**config.mk**
```make
export PLATFORM = sky130hd
export DESIGN_NAME = ref_row_fetcher_flat
export DESIGN_NICKNAME = d
export VERILOG_FILES = /design/src/rtl/ref_row_fetcher_pkg.sv /design/src/rtl/ref_row_fetcher_if.sv /design/src/rtl/ref_row_fetcher_coord_clamp.sv /design/src/rtl/ref_row_fetcher.sv /design/src/flat_wrapper.sv
export SDC_FILE = /design/constraint.sdc
export NUM_CORES = 1
export LEC_CHECK = 0
export CELL_PAD_IN_SITES_DETAIL_PLACEMENT = 1
export CELL_PAD_IN_SITES_GLOBAL_PLACEMENT = 1
export CORE_ASPECT_RATIO = 1.4
export CORE_MARGIN = 2
export CORE_UTILIZATION = 35
export CTS_CLUSTER_DIAMETER = 50
export DETAILED_ROUTE_END_ITERATION = 8
export HOLD_SLACK_MARGIN = 0.12
export PLACE_DENSITY = 0.82
export SLEW_MARGIN = 15
export SYNTH_ARGS = -nofsm -noshare
export SYNTH_HDL_FRONTEND = slang
export SYNTH_SLANG_ARGS = --single-unit
export TNS_END_PERCENT = 30
```
**constraint.sdc**
```tcl
create_clock -name clk -period 4.45 [get_ports clk]
set_clock_uncertainty 0.2 [all_clocks]
set_input_delay 0.445 -clock clk [delete_from_list [all_inputs] [get_ports clk]]
set_output_delay 0.445 -clock clk [all_outputs]
set_load 0.02 [all_outputs]
```
**src/rtl/ref_row_fetcher_pkg.sv**
```systemverilog
// Shared constants and state encoding for the reference row fetcher.
//   PIX_W/BLK_SZ/PAD_L/PAD_R : pixel width, block size and filter padding
//   ROW_PIX/ROW_W            : pixels per fetched row and packed row width
//   state_t                  : fetcher FSM states
package ref_row_fetcher_pkg;
  localparam int PIX_W     = 8;
  localparam int BLK_SZ    = 8;
  localparam int PAD_L     = 3;
  localparam int PAD_R     = 4;
  localparam int ROW_PIX   = BLK_SZ + PAD_L + PAD_R;
  localparam int ROW_W     = ROW_PIX * PIX_W;
  localparam int ROW_IDX_W = 4;

  typedef enum logic [1:0] {
    S_IDLE  = 2'd0,
    S_FETCH = 2'd1,
    S_EMIT  = 2'd2,
    S_DONE  = 2'd3
  } state_t;
endpackage

```
**src/rtl/ref_row_fetcher_if.sv**
```systemverilog
// Frame-memory read bus plus row output handshake of the reference row fetcher.
//   master : fetcher side (drives reads and rows)
//   slave  : memory / interpolation-core side
interface ref_row_fetcher_if
  import ref_row_fetcher_pkg::*;
#(
  parameter int ADDR_W = 12
);
  logic                 mem_rd_en;
  logic [ADDR_W-1:0]    mem_addr;
  logic [PIX_W-1:0]     mem_rd_data;
  logic [ROW_W-1:0]     row_out;
  logic                 row_valid;
  logic                 row_ready;
  logic [ROW_IDX_W-1:0] row_idx;

  modport master (
    output mem_rd_en, mem_addr, row_out, row_valid, row_idx,
    input  mem_rd_data, row_ready
  );

  modport slave (
    input  mem_rd_en, mem_addr, row_out, row_valid, row_idx,
    output mem_rd_data, row_ready
  );
endinterface

```
**src/rtl/ref_row_fetcher_coord_clamp.sv**
```systemverilog
// Combinational base+offset with saturation to [0, LIMIT] (frame edge padding).
//   base : unsigned block coordinate
//   off  : signed tap offset relative to base
//   eff  : clamped coordinate
module ref_row_fetcher_coord_clamp #(
  parameter int IN_W  = 12,
  parameter int OUT_W = 12,
  parameter int LIMIT = 63
) (
  input  logic [IN_W-1:0]          base,
  input  logic signed [IN_W+1:0]   off,
  output logic [OUT_W-1:0]         eff
);
  localparam logic signed [IN_W+1:0] LIM = (IN_W+2)'(LIMIT);

  logic signed [IN_W+1:0] raw;

  // Two guard bits: one for the sign, one for the carry past the base range.
  assign raw = $signed({2'b00, base}) + off;

  always_comb begin
    eff = OUT_W'(raw);
    if (raw < 0)        eff = '0;
    else if (raw > LIM) eff = OUT_W'(LIMIT);
  end
endmodule

```
**src/rtl/ref_row_fetcher.sv**
```systemverilog
// Fetches the 15x15 reference window around an 8x8 block, one pixel per read,
// clamping out-of-frame coordinates, and emits one packed row per handshake.
//   clk, rst     : clock, async active-low reset
//   start        : request, accepted in IDLE only
//   blk_x, blk_y : block origin, captured on accepted start
//   busy, done   : in-progress flag, end-of-block pulse
//   bus          : frame-memory reads and row output handshake
module ref_row_fetcher
  import ref_row_fetcher_pkg::*;
#(
  parameter int FRAME_W = 64,
  parameter int FRAME_H = 64,
  parameter int COORD_W = 12,
  parameter int ADDR_W  = 12
) (
  input  logic               clk,
  input  logic               rst,
  input  logic               start,
  input  logic [COORD_W-1:0] blk_x,
  input  logic [COORD_W-1:0] blk_y,
  output logic               busy,
  output logic               done,
  ref_row_fetcher_if.master  bus
);
  localparam logic [3:0] LAST_COL = 4'(ROW_PIX);     // fc value of the capture-only cycle
  localparam logic [3:0] LAST_ROW = 4'(ROW_PIX - 1);

  state_t               state, state_n;
  logic [COORD_W-1:0]   bx, by;
  logic [3:0]           fc;       // fetch cycle within row: reads on 0..14, last capture on 15
  logic [3:0]           r;        // row counter
  logic                 rd_en;
  logic                 rd_vld_d; // read issued last cycle -> data on bus this cycle
  logic [3:0]           rd_col_d;
  logic [ROW_W-1:0]     row_q;
  logic signed [COORD_W+1:0] off_x, off_y;
  logic [ADDR_W-1:0]    x_eff, y_eff;

  // ---------------- FSM ----------------
  always_ff @(posedge clk or negedge rst) begin
    if (!rst) state <= S_IDLE;
    else      state <= state_n;
  end

  always_comb begin
    state_n = state;
    unique case (state)
      S_IDLE:  if (start) state_n = S_FETCH;
      S_FETCH: if (fc == LAST_COL) state_n = S_EMIT;
      S_EMIT:  if (bus.row_ready) state_n = (r == LAST_ROW) ? S_DONE : S_FETCH;
      S_DONE:  state_n = S_IDLE;
      default: state_n = S_IDLE;
    endcase
  end

  assign rd_en         = (state == S_FETCH) && (fc < LAST_COL);
  assign busy          = (state == S_FETCH) || (state == S_EMIT);
  assign done          = (state == S_DONE);
  assign bus.row_valid = (state == S_EMIT);
  assign bus.row_idx   = r;
  assign bus.row_out   = row_q;
  assign bus.mem_rd_en = rd_en;

  // ---------------- counters / row capture ----------------
  always_ff @(posedge clk or negedge rst) begin
    if (!rst) begin
      bx       <= '0;
      by       <= '0;
      fc       <= '0;
      r        <= '0;
      rd_vld_d <= 1'b0;
      rd_col_d <= '0;
      row_q    <= '0;
    end else begin
      rd_vld_d <= rd_en;
      rd_col_d <= fc;
      if (rd_vld_d) row_q[rd_col_d*PIX_W +: PIX_W] <= bus.mem_rd_data;
      unique case (state)
        S_IDLE: if (start) begin
          bx <= blk_x;
          by <= blk_y;
          r  <= '0;
          fc <= '0;
        end
        S_FETCH: fc <= fc + 4'd1;
        S_EMIT: if (bus.row_ready && r != LAST_ROW) begin
          r  <= r + 4'd1;
          fc <= '0;
        end
        default: ;
      endcase
    end
  end

  // ---------------- address generation ----------------
  assign off_x = $signed((COORD_W+2)'(fc)) - (COORD_W+2)'(PAD_L);
  assign off_y = $signed((COORD_W+2)'(r))  - (COORD_W+2)'(PAD_L);

  ref_row_fetcher_coord_clamp #(.IN_W(COORD_W), .OUT_W(ADDR_W), .LIMIT(FRAME_W-1)) u_clamp_x (
    .base(bx), .off(off_x), .eff(x_eff)
  );
  ref_row_fetcher_coord_clamp #(.IN_W(COORD_W), .OUT_W(ADDR_W), .LIMIT(FRAME_H-1)) u_clamp_y (
    .base(by), .off(off_y), .eff(y_eff)
  );

  // Clamped operands keep the product inside the frame, so ADDR_W never wraps.
  assign bus.mem_addr = rd_en ? (y_eff * ADDR_W'(FRAME_W) + x_eff) : '0;
endmodule

```
**src/flat_wrapper.sv**
```systemverilog
// flat-port wrapper written by rule: the top's interface ports become plain ports
module ref_row_fetcher_flat import ref_row_fetcher_pkg::*;
#(
  parameter int FRAME_W = 64,
  parameter int FRAME_H = 64,
  parameter int COORD_W = 12,
  parameter int ADDR_W  = 12
)
  (clk, rst, start, blk_x, blk_y, busy, done, bus_mem_rd_en, bus_mem_addr, bus_row_out, bus_row_valid, bus_row_idx, bus_mem_rd_data, bus_row_ready);
  ref_row_fetcher_if #(.ADDR_W(ADDR_W)) bus_i ();
  input  logic clk;
  input  logic rst;
  input  logic start;
  input  logic [COORD_W-1:0] blk_x;
  input  logic [COORD_W-1:0] blk_y;
  output logic busy;
  output logic done;
  output wire logic [$bits(bus_i.mem_rd_en)-1:0] bus_mem_rd_en;
  output wire logic [$bits(bus_i.mem_addr)-1:0] bus_mem_addr;
  output wire logic [$bits(bus_i.row_out)-1:0] bus_row_out;
  output wire logic [$bits(bus_i.row_valid)-1:0] bus_row_valid;
  output wire logic [$bits(bus_i.row_idx)-1:0] bus_row_idx;
  input wire logic [$bits(bus_i.mem_rd_data)-1:0] bus_mem_rd_data;
  input wire logic [$bits(bus_i.row_ready)-1:0] bus_row_ready;
  assign bus_mem_rd_en = bus_i.mem_rd_en;
  assign bus_mem_addr = bus_i.mem_addr;
  assign bus_row_out = bus_i.row_out;
  assign bus_row_valid = bus_i.row_valid;
  assign bus_row_idx = bus_i.row_idx;
  assign bus_i.mem_rd_data = bus_mem_rd_data;
  assign bus_i.row_ready = bus_row_ready;
  ref_row_fetcher #(.FRAME_W(FRAME_W), .FRAME_H(FRAME_H), .COORD_W(COORD_W), .ADDR_W(ADDR_W)) u_core (.clk(clk), .rst(rst), .start(start), .blk_x(blk_x), .blk_y(blk_y), .busy(busy), .done(done), .bus(bus_i));
endmodule
```
# Word-level counts from Yosys, hierarchy flattened
# Index checks and enable logic that the tools add are counted.
[word_totals]
in_bits = 36
regBits = 159
out_inout_bits = 140
[classes]
mux = 16
shifts = 2
magnitude_cmp = 5
reduce_logical = 10
eq_ne = 10
add_sub_neg = 8
[op_table]
columns = ["operator", "count"]
rows = [
  ["$bwmux 120", 1],
  ["$shift 8x34->120 const A", 1],
  ["$shiftx 8x34->120", 1],
  ["$mux 12", 3],
  ["$neg 7->34", 1],
  ["$add 13x5->14", 2],
  ["$gt 14x7->1 const B", 2],
  ["$lt 14x1->1 const B", 2],
  ["$add 12x12->12", 1],
  ["$mux 4", 3],
  ["$mux 6", 2],
  ["$pmux 4 s3", 1],
  ["$sub 4x2->5 const B", 2],
  ["$reduce_and 3->1", 3],
  ["$add 4x1->4 const B", 2],
  ["$eq 4x4->1 const B", 2],
  ["$mux 2", 4],
  ["$pmux 2 s4", 1],
  ["$pmux 4 s2", 1],
  ["$ne 2x1->1 const B", 3],
  ["$eq 2x2->1 const B", 2],
  ["$lt 4x4->1 const B", 1],
  ["$ne 4x4->1 const B", 1],
  ["$reduce_bool 3->1", 1],
  ["other kinds (7)", 8],
]

# Logic depth before layout (Yosys ltp)
[depth]
word_depth = 7
mapped_depth = 20
mapped_depth_nobuf = 19

# Hierarchy
# A second synthesis with hierarchy kept.
[unflattened]
cells_unflattened = 735
hier_area_um2 = 8425.6
[by_module_without_submodules]
columns = ["mod", "cells_each", "area_each_um2", "seq_area_each_um2", "n_inst"]
rows = [
  ["ref_row_fetcher", 517, 6856.6, 3978.8, 1],
  ["ref_row_fetcher_coord_clamp", 109, 784.5, 0.0, 2],
]

# Least setup slack after synthesis
# No wires, ideal clock.
[synth_timing]
kind = "reg2out"
from = "reg u_core.r[0], in the netlist u_core.bus.row_idx[0]"
to = "out bus_mem_addr[7]"
arrival_time_ns = 3.996
path_stages_with_launch = 15
path_slack_ns = -0.191
path_cell_list = "dfrtp_1 -> ha_1 -> or3_1 -> inv_1 -> ha_1 -> a21o_1 -> a31oi_4 -> a21oi_1 -> nor3_1 -> nor2_1 -> a211oi_1 -> o21a_1 -> inv_1 -> fa_1 -> nor2_1"
[synth_via]
elab_chain_cells = 7
[synth_lines]
columns = ["element", "line", "text"]
rows = [
  ["start: declaration", "ref_row_fetcher.sv:31", "logic [3:0] r;"],
  ["start signal: assignment", "ref_row_fetcher.sv:87", "r <= r + 4'd1;"],
  ["$sub 4x2->5 (*)", "ref_row_fetcher.sv:97", "assign off_y = $signed((COORD_W+2)'(r)) - (COORD_W+2)'(PAD_L);"],
  ["$add 13x5->14 (*)", "ref_row_fetcher_coord_clamp.sv:19", "assign raw = $signed({2'b00, base}) + off;"],
  ["$gt 14x7->1", "ref_row_fetcher_coord_clamp.sv:24", "else if (raw > LIM) eff = OUT_W'(LIMIT);"],
  ["$mux 6", "ref_row_fetcher_coord_clamp.sv:24", ""],
  ["$mux 6 (*)", "ref_row_fetcher_coord_clamp.sv:23", "if (raw < 0) eff = '0;"],
  ["$add 12x12->12 (*)", "ref_row_fetcher.sv:107", "assign bus.mem_addr = rd_en ? (y_eff * ADDR_W'(FRAME_W) + x_eff) : '0;"],
  ["$mux 12 (*)", "ref_row_fetcher.sv:107", ""],
  ["end: declaration", "flat_wrapper.sv:19", "output wire logic [$bits(bus_i.mem_addr)-1:0] bus_mem_addr;"],
]
# Every way passes the cells marked *; elsewhere a longest branch is shown, timed or not.

# Worst setup path after layout
[layout_timing]
from = "reg u_core.r[1], in the netlist u_core.bus.row_idx[1]"
to = "out bus_mem_addr[10]"
# Same word-level chain as after synthesis.

==> flow_summary.yaml <==
yosys:
  yosysTopAreaCell: "dfrtp_1"
  synth_top_area_share_pct: 49.4
  netlist_instances: 865
  synth.distinct_cells: 51
  synth_top_flop_cell: "dfrtp_1"
  ys_ff_latch: 159
  synth_edf_count: 0
  synthesis.area_mm2: 0.00806
  async_flop_share_pct: 100
  avgSynthCellArea_um2: 9.32
  synthTopCellsByArea: "dfrtp_1 49%, nand2_1 9.8%, o21ai_0 7.3%"
  synth-warning-count: 0
  ys_seq_area_share_pct: 49.4
cells_and_area:
  fin_cells: 1403
  drive_above_1_share_pct: 17.7
  final_nets: 1169
  area_delta_synth_final_pct: 42.4
  antennaDiodeCount: 0
power_and_ir_drop:
  max-vdd-ir-drop_mv: 0.745
  internal_power_mw: 5.51
  p_sw_mw: 4.16
  swShare_pct: 43.0
  p_comb_share_pct: 64.1
  power.total_mw: 9.67
  pwr-share-seq_pct: 20.1
  p_clk_share_pct: 15.7
  power_density_mw_per_mm2: 843
  leakagePower_nw: 4.99
placed_design:
  place_ws_ns: -0.351
  gp_congestion: 0.905
  place_inst: 1361
  hpwl_um: 18900
  io_buffers: 175
timing:
  report.final.slew_viol_count: 0
  max_freq_mhz: 209
  period_minus_slack_ns: 4.78
  holdWs_ns: 0.272
  post-route-period-util_pct: 107
  setup_violations: 6
  tns_ns: -1.67
  hold_violations: 0
  tightest_slew_ns: 1.06
  grt_setup_unrepaired: "true"
  fin_ws_ns: -0.325
  relSlewSlack_pct: 29.4
floorplanning:
  num_rows: 65
  core-area_mm2: 0.0226
  io_pins: 176
  dieArea_mm2: 0.0243
  die_w_um: 132
  initial_core_util_pct: 35.6
  dieHeight_um: 184
hold_path:
  hold_depth: 0
  hold_class: "flop to flop"
  worstHoldStart: "u_core.fc[0]"
  whs_endpoint: "u_core.rd_col_d[0]"
critical_path:
  critical_path.top_delay_family: "compound AO/OA/AOI/OAI gates"
  timing.rr.end: "u_core.bus.row_out[81]"
  cp.required_ns: 3.81
  cp_num_buf_inv: 4
  path_class: "flop to output port"
  r2r_cells: 6
  crit_slowest_cell: "a2111o_1"
  crit_top_cell: "ha_4"
  cpPeakStageDelay_ns: 0.46
  worstSetupEndpointType: "output port"
  cp_cell_sequence: "ha_2 -> or3_4 -> inv_6 -> buf_8 -> ha_4 -> nand2_2 -> a211o_4 -> a21oi_4 -> o31ai_2 -> o32a_1 -> a2111o_1 -> buf_6 -> o21a_1 -> ha_4 -> xor2_1 -> nor2_1 -> buf_4"
  crit_arrival_ns: 4.13
  reg2reg_setup_slack_ns: 1.60
  r2r-start: "u_core.rd_col_d[0]"
  start_kind: "flop"
  critPathMaxFanout: 5
run:
  max_cap_violations: 0
clock_tree:
  cts_sinks: 159
  tritoncts: "yes"
  cts_made_buffers: 17
  clk_path_buf_depth: 2
  cts.clk_slew.worst_paths_ns: 0.07
  clk_latency_ns: 0.43
  htree_levels: 4
  cts_root_buf: "clkbuf_16"
detailed_routing:
  wl_um: 27100
  routedWlPerCell_um: 19.3
  dr.first_iter.drc_count: 333
  remaining_drc_errors: 0
  via_count: 7268
  dr.pass1.iters: 4
  antenna_left: 0
  via_per_inst: 5.18
outcome:
  outcome: "finished with violations"
  violations: "setup timing"
global_routing:
  grt.overflow.total: 0
  antenna_found_initial: 0
  grt_max_degree: 115
  grt.total_usage_pct: 22.2
  grt_pass1_wl_um: 42200
  grt_pass1_vias: 7742
kinds of logic (layout without fill, tap and decap cells):
| group | count (synthesis) | after routing | share of synthesized area (%) |
|---|---|---|---|
| buffers and inverters | 69 | 302 | 3.24 |
| multiplexers | 50 | 50 | 6.94 |
| AO/OA/AOI/OAI | 199 | 199 | 14.4 |
| other | 2 | 6 | 0.0932 |
| XOR/XNOR | 16 | 16 | 1.74 |
| flip-flops | 159 | 159 | 49.4 |
| AND/OR/NAND/NOR | 327 | 327 | 17.3 |
| adder cells (fa/ha/maj) | 43 | 43 | 6.96 |
state kept, by name (all words and copies together) (netlist names):
| register | cells |
|---|---|
| u_core.bus.row_out | 120 |
| u_core.bx | 12 |
| u_core.by | 12 |
| u_core.bus.row_idx | 4 |
| u_core.fc | 4 |
| u_core.rd_col_d | 4 |
| u_core.state | 2 |
| u_core.rd_vld_d | 1 |
power by group through the flow:
stage / logic, mW / clock network (mW) / registers (mW)
finish: 6.20 / 1.52 / 1.95
global route: 6.71 / 1.61 / 1.98
detailed placement: 5.08 / 0 / 1.95
floorplan: 2.95 / 0 / 2.08
global placement: 4.92 / 0 / 1.93
CTS: 5.49 / 1.56 / 1.93
worst reg2reg max path, cell delays in order, from the launching register on:
cell and delay [ns]:
dfrtp_1 0.45, inv_1 0.07, ha_1 0.22, xnor2_1 0.48, nor2b_1 0.39, nand3_1 0.47, mux2_2 0.45
synthesized netlist by cell type (3+ instances only):
cell / instances
a211o_1: 3
a211oi_1: 4
a21o_1: 7
a21oi_1: 29
and3_1: 5
clkbuf_1: 27
dfrtp_1: 159
fa_1: 3
ha_1: 40
inv_1: 38
mux2_2: 47
mux2i_1: 3
nand2_1: 211
nand2b_1: 7
nand3_1: 26
nor2_1: 33
nor2b_1: 9
nor3_1: 18
nor4_1: 4
o211ai_1: 3
o21a_1: 13
o21ai_0: 118
or3_1: 3
xnor2_1: 7
xor2_1: 9
per-stage QoR:
step / cell area, um2 / util (%)
global route: 11500 / 50.7
finish: 11500 / 50.7
detailed placement: 10400 / 46.2
floorplan: 8080 / -
CTS: 11300 / 50.0
global placement: 10400 / 46.2
layout by cell type (no fill, tap or decap), types with 4 or more instances in the layout:
cell type,n
nor2b_1,8
a21oi_2,4
buf_6,6
clkbuf_16,17
mux2_2,47
nand2_1,207
a21o_1,7
nor3_1,15
nand2b_1,6
conb_1,6
ha_2,4
o21a_1,13
xor2_1,8
a21oi_1,23
dfrtp_1,159
ha_1,23
nor2_1,33
inv_1,35
buf_4,54
o21ai_0,116
and3_1,4
ha_4,13
xnor2_1,6
clkdlybuf4s50_1,162
buf_2,4
nand3_1,25
cell type report:
class                   instances  area [um2]
clock inverters                11         158
multi-input cells             641        4190
well taps                     301         377
clock buffers                  20         447
inverters                      38         148
fillers                      2583       11100
flip-flops and latches        159        3980
repair buffers                233        2180
metal layers:
metal | wire (um) | GRT usage [%] | vias to the layer above
li1 | - | - | 3397
met1 | 10500 | 24.1 | 3635
met2 | 14800 | 42.5 | 183
met3 | 1020 | 4.19 | 53
met4 | 738 | 8.22 | 0
met5 | 0 | 0 | -
worst max-delay path by stage:
stage                          start               end  slack [ns]  depth (start not counted)
3_3_place_gp   u_core.bus.row_idx[0]   bus_mem_addr[8]       -0.29                         15
5_1_grt        u_core.bus.row_idx[1]   bus_mem_addr[7]       -0.45                         18
3_5_place_dp   u_core.bus.row_idx[0]   bus_mem_addr[8]       -0.35                         15
2_1_floorplan  u_core.bus.row_idx[0]   bus_mem_addr[8]        0.02                         14
4_1_cts        u_core.bus.row_idx[0]  bus_mem_addr[10]       -0.23                         17
6_report       u_core.bus.row_idx[1]  bus_mem_addr[10]       -0.33                         17
timing repair:
item | 4_1_cts | 5_1_grt
buffers inserted | 7 | 5
cloned | 0 | 0
endpoints found under the setup margin | 12 | 12
hold buffers | 1 | 0
hold endpoints to repair | 112 | 0
pin swaps | 26 | 15
resized for setup | 73 | 38
Power figures use the tool's default switching activity.
